**src/rtl/router_sync.sv**
```systemverilog
// Steering stage of the 1x3 router: header address latch, FIFO write/full muxing,
// per-port valid outputs and unread-port timeout flush. Optional: ROUTER_SYNC_STICKY_ERR_EN.
module router_sync #(
    parameter int TIMEOUT = 30,
    parameter int CNT_W   = 5
) (
    input  logic       clock,
    input  logic       reset,
    input  logic       detect_add,
    input  logic [1:0] data_in,
    input  logic       write_enb_reg,
    input  logic       read_enb_0,
    input  logic       read_enb_1,
    input  logic       read_enb_2,
    input  logic       empty_0,
    input  logic       empty_1,
    input  logic       empty_2,
    input  logic       full_0,
    input  logic       full_1,
    input  logic       full_2,
    output logic [2:0] write_enb,
    output logic       fifo_full,
    output logic       vld_out_0,
    output logic       vld_out_1,
    output logic       vld_out_2,
    output logic       soft_reset_0,
    output logic       soft_reset_1,
    output logic       soft_reset_2
`ifdef ROUTER_SYNC_STICKY_ERR_EN
    ,
    output logic [2:0] timeout_err
`endif
);

    localparam logic [CNT_W-1:0] CNT_LAST = CNT_W'(TIMEOUT - 1);

    logic [1:0]       addr_q, addr_d;
    logic [CNT_W-1:0] cnt_q [3];
    logic [CNT_W-1:0] cnt_d [3];
    logic [2:0]       soft_reset_q, soft_reset_d;
    logic [2:0]       vld;
    logic [2:0]       rd;
    logic [2:0]       stall;

    assign vld = {~empty_2, ~empty_1, ~empty_0};
    assign rd  = {read_enb_2, read_enb_1, read_enb_0};

    assign vld_out_0 = vld[0];
    assign vld_out_1 = vld[1];
    assign vld_out_2 = vld[2];

    assign soft_reset_0 = soft_reset_q[0];
    assign soft_reset_1 = soft_reset_q[1];
    assign soft_reset_2 = soft_reset_q[2];

    always_comb begin
        addr_d       = addr_q;
        soft_reset_d = 3'b000;
        stall        = vld & ~rd;
        if (detect_add) begin
            addr_d = data_in;
        end
        for (int i = 0; i < 3; i++) begin
            cnt_d[i] = '0;
            if (stall[i]) begin
                if (cnt_q[i] == CNT_LAST) begin
                    soft_reset_d[i] = 1'b1;
                end else begin
                    cnt_d[i] = cnt_q[i] + 1'b1;
                end
            end
        end
    end

    // Steering uses the registered address, so a header written this cycle
    // only redirects writes from the next cycle on.
    always_comb begin
        write_enb = 3'b000;
        fifo_full = 1'b0;
        if (!reset) begin
            case (addr_q)
                2'b00: begin
                    write_enb = {2'b00, write_enb_reg};
                    fifo_full = full_0;
                end
                2'b01: begin
                    write_enb = {1'b0, write_enb_reg, 1'b0};
                    fifo_full = full_1;
                end
                2'b10: begin
                    write_enb = {write_enb_reg, 2'b00};
                    fifo_full = full_2;
                end
                default: begin
                    write_enb = 3'b000;
                    fifo_full = 1'b0;
                end
            endcase
        end
    end

    always_ff @(posedge clock) begin
        if (reset) begin
            addr_q       <= 2'b11;
            soft_reset_q <= 3'b000;
            for (int i = 0; i < 3; i++) begin
                cnt_q[i] <= '0;
            end
        end else begin
            addr_q       <= addr_d;
            soft_reset_q <= soft_reset_d;
            for (int i = 0; i < 3; i++) begin
                cnt_q[i] <= cnt_d[i];
            end
        end
    end

`ifdef ROUTER_SYNC_STICKY_ERR_EN
    logic [2:0] timeout_err_q, timeout_err_d;

    always_comb begin
        timeout_err_d = timeout_err_q | soft_reset_d;
    end

    always_ff @(posedge clock) begin
        if (reset) begin
            timeout_err_q <= 3'b000;
        end else begin
            timeout_err_q <= timeout_err_d;
        end
    end

    assign timeout_err = timeout_err_q;
`endif

endmodule

```
**config.mk**
```make
export PLATFORM = sky130hd
export DESIGN_NAME = router_sync
export DESIGN_NICKNAME = d
export VERILOG_FILES = /design/src/rtl/router_sync.sv
export SDC_FILE = /design/constraint.sdc
export NUM_CORES = 1
export LEC_CHECK = 0
export CAP_MARGIN = 0
export CORE_MARGIN = 8
export CORE_UTILIZATION = 45
export DETAILED_ROUTE_END_ITERATION = 6
export GPL_ROUTABILITY_DRIVEN = 1
export PLACE_DENSITY = 0.82
export SYNTH_ARGS = -nofsm -noshare
export SYNTH_HDL_FRONTEND = slang
export SYNTH_SLANG_ARGS = --single-unit
```
**constraint.sdc**
```tcl
create_clock -name clock -period 1.2 [get_ports clock]
set_clock_uncertainty 0.05 [all_clocks]
set_input_delay 0.24 -clock clock [delete_from_list [all_inputs] [get_ports clock]]
set_output_delay 0.24 -clock clock [all_outputs]
set_load 0.01 [all_outputs]
```
# == Word level (Yosys, flattened, before mapping) ==
# Memory sizes are Yosys's and may differ from the RTL's.
# Index checks and enable logic that the tools add are counted.
# classes
n_eq_ne,5
bitwise,11
addsub,3
n_reduce_logical,4
n_mux,19
# op_table
op,n
5-bit 2-to-1 mux,9
"5-bit by 1-bit adder with 5-bit output, second input constant",3
"5-bit equality test, second input constant",3
3-bit case mux with 3 select lines,1
1-bit 2-to-1 mux,7
1-bit inverter,6
2-bit OR reduction,3
3-bit bitwise AND,1
3-bit 2-to-1 mux,1
3-bit inverter,1
1-bit bitwise OR,3
1-bit case mux with 3 select lines,1
"2-bit by 1-bit equality test with 1-bit output, second input constant",1
"2-bit equality test, second input constant",1
2-bit zero test,1
# totals
output_inout_bits,10
ram_bits,15
regBits,5
inputBits,15
n_memories,1
word_cells,47
# mem_list
name,words,word_bits,rd,rd_ports_with_merged_regs,wr,line,text
cnt_q,3,5,3,0,3,38,logic [CNT_W-1:0] cnt_q [3];

# == Longest topological paths before layout ==
# logic_depth
depth_word,4
mapped_depth,5
mapped_depth_nobuf,5

# == Least setup slack after synthesis ==
# No wires, ideal clock.
# synth_path
kind,register -> output
start,register addr_q[1]
end,output write_enb[0]
path_slack_ns,0.098
required_time_ns,0.910
arrival_ns,0.812
path_buffers,0
stages_incl_launch_ff,2
path_cell_list,dfxtp_1 -> nor4b_1
# synth_via
elab_chain_cells,3
word_cells_on_any_way,5
cone_classes,eq/ne: 2; mux: 2; reduce/logical: 1
# synth_lines
element,line,text
from (decl),37,"logic [1:0] addr_q, addr_d;"
from (signal assigned),110,addr_q <= addr_d;
"2-bit equality test, or another cell as far along",81,case (addr_q)
3-bit case mux with 3 select lines (*),81,
3-bit 2-to-1 mux (*),80,if (!reset) begin
to (decl),21,"output logic [2:0] write_enb,"
# Mark *: on every way between the ends. The rest lies on a longest branch, timed or not.

# == Worst setup path in the final report ==
# layout_path
start,register addr_q[0]
end,output fifo_full
# layout_via
elab_chain_cells,3
word_cells_on_any_way,5
cone_classes,eq/ne: 2; mux: 2; reduce/logical: 1
# layout_lines
element,line,text
"2-bit equality test, or another cell as far along",81,
1-bit case mux with 3 select lines (*),81,
1-bit 2-to-1 mux (*),80,
to (decl),22,"output logic fifo_full,"
# Marked as above.

==> results.txt <==
CTS Hold Bufs = 0
1st-pass router iterations = 2
first-pass GRT wire length = 3.17 mm
Nets = 139
Distinct cells, synth = 18
post-layout instance area = 1210 um2
synth warn = 0
Power Density = 1120 nW/um2
max-slew violation count = 0
Yosys top cell by area = dfxtp_1
Crit. End Element = primary output
syn nets = 107
Post-synth EDFFs = 0
Synth Instances = 86
Critical Path, Cell by Cell = mux2i_1 > o21a_1 > nor2_1 > buf_2
Total Wirelength = 1.79 mm
GP Congestion = 0.686
Core Area = 1900 um2
most frequent cells after synthesis = dfxtp_1, nor2_1
Worst EP arrival = 1.17 ns
crit path kind = register to primary output
Final ANT Viol Nets = 0
share of layout cells above drive strength 1 = 0.239
final number of setup-violating endpoints = 4
Max VDD drop = 609 uV
#FFs+latches synth = 20
Avg Cell Area, Syn = 10.1 um2
share of the synthesized area in the top cell type = 0.459
Most used DFF post-synth = dfxtp_1
CTS Root Cell = clkbuf_4
die height = 60.0 um
Clock Path Buffers = 2
chip width = 60.0 um
ys async rst share = 0
period utilization = 1.22
Initial Util = 0.459
port buffer count = 24
Clock Pin Slew Worst Setup and Hold Paths = 0.12 ns
RSZ-0062 raised after global routing = yes
row count = 16
placed insts = 140
multi-input logic area = 444 um2
post-synthesis sequential area ratio = 0.459
worst path buffer plus inverter count = 1
DIE AREA = 3600 um2
outcome = finished, violations left
setup ws final = -0.259 ns
startpoint types = register
Top delay family on crit path = flip-flops
top-level I/O count = 25
total of max-cap violations = 0
Leak = 0.000503 uW
Hold WC Path Type = input pin to register
via count = 696
slowest stage delay, CP = 0.38 ns
Total GRT Usage = 0.114
GRT overflow = 0
DR iter-0 viols = 3
drt wl/cell = 12.4 um
failing checks = setup timing
end-of-flow core utilization = 0.634
FF/Latch Area = 408 um2
Fmax = 0.685 GHz
vias in the first global route = 776
initial antenna violation count = 0
Max Fanout on Critical Path = 6
average vias per placed instance = 4.83
clk sink count = 20
placed cell areas = 1160 um2
Final Hold Fails = 0
setup TNS = -0.803 ns
pre-CTS setup slack = -0.731 ns
fillers = 160
Final Critical Period = 1.46 ns
area grow syn2layout = 38.3%
worst-path cell with the longest stage delay = dfxtp_4
top post-synthesis cells by area = dfxtp_1, ha_1, nor2_1
Num CTS Buffers = 3
H-tree Lvls = 1
Final Non-Filler Cells = 144
normalized max-slew margin = 0.869
Clk Latency, worst-skew pair = 0.30 ns
count leader, synth = dfxtp_1
Antenna Cells = 0
Critical Path RT = 0.91 ns
pin count of the biggest net entering global routing = 13
number of remaining DRC errors = 0
Tightest Pin Transition = 0.197 ns
Final HPWL DP = 1.44 mm
synthesized area = 872 um2
TritonCTS clock tree = built
==> flip-flops by register name (all words and copies together) (netlist names) <==
name	cells
soft_reset_q	3
cnt_q	15
addr_q	2
==> cells in the final DEF, fill, tap and decap left out, types with 3 or more instances in the layout <==
master,netlist,layout
xnor2_1,3,3
nand2_2,3,3
dlygate4sd2_1,0,3
nand4_1,3,3
clkbuf_4,0,3
dfxtp_1,20,18
ha_1,6,6
nor3_4,3,3
nor2b_1,5,5
nand3_1,6,6
buf_2,0,4
clkdlybuf4s50_1,0,9
nor2_1,16,16
buf_4,0,4
xor2_1,6,6
inv_1,6,6
==> kinds of logic after synthesis <==
group | Yosys count | synth area share
and+or+nand+nor | 40 | 0.286
DFF | 20 | 0.459
xor gates and xnor gates | 9 | 0.0904
buffers and inverters | 7 | 0.0387
adders and majority gates | 6 | 0.0861
AOI/OAI and AO/OA | 3 | 0.0287
muxes | 1 | 0.0115
==> metrics by stage <==
step | total power (uW) | hold slack [ns]
after global routing | 1410 | 0.304
final | 1360 | 0.301
after detailed placement | 842 | 0.416
after global placement | 836 | 0.394
after floorplan | 751 | 0.308
after CTS | 1380 | 0.437
==> where the power goes <==
part / internal [uW] / total, uW / leakage [uW] / switching (uW)
logic: 78.9 / 131 / 0.000313 / 51.9
registers: 673 / 685 / 0.000162 / 12.7
clock network: 337 / 539 / 0.0000279 / 202
==> cell type report <==
| class | instances | area share |
|---|---|---|
| Multi-Input combinational cell | 59 | 0.368 |
| Inverter | 6 | 0.0187 |
| Sequential cell | 20 | 0.338 |
| Timing Repair Buffer | 28 | 0.203 |
| Tap cell | 27 | 0.0280 |
| Clock inverter | 1 | 0.0249 |
| Clock buffer | 3 | 0.0187 |
==> worst min-delay path: stages <==
cell and delay, ns:
dlymetal6s2s_1 0.10, buf_4 0.13, nor3_4 0.03, nor2b_1 0.11
==> repair_timing <==
item,4_1_cts,5_1_grt
hold endpoints to repair,0,0
buffers inserted,0,0
endpoints found under the setup margin,10,9
resized for setup,42,6
pin swaps,2,2
==> routing by layer <==
| metal | up-vias | wire [um] | global-route usage |
|---|---|---|---|
| met2 | 19 | 959 | 0.218 |
| met3 | 2 | 107 | 0.0301 |
| met5 | - | 0 | 0 |
| met4 | 0 | 14 | 0.0612 |
| li1 | 347 | - | - |
| met1 | 328 | 710 | 0.107 |
==> path summary, 6_finish.rpt <==
path	cells past startpoint	startpoint	slack, ns	end
worst max register to register	4	cnt_q[0][5]$_SDFF_PP0_	0.10	cnt_q[0][8]$_SDFF_PP0_
worst max-delay path	4	addr_q[0]$_SDFFE_PP1P_	-0.26	fifo_full
worst min register to register	1	cnt_q[0][10]$_SDFF_PP0_	0.44	cnt_q[0][10]$_SDFF_PP0_
worst min-delay path	4	empty_2	0.30	soft_reset_q[2]$_SDFF_PP0_
No activity file was read; power rests on OpenSTA's default activity.
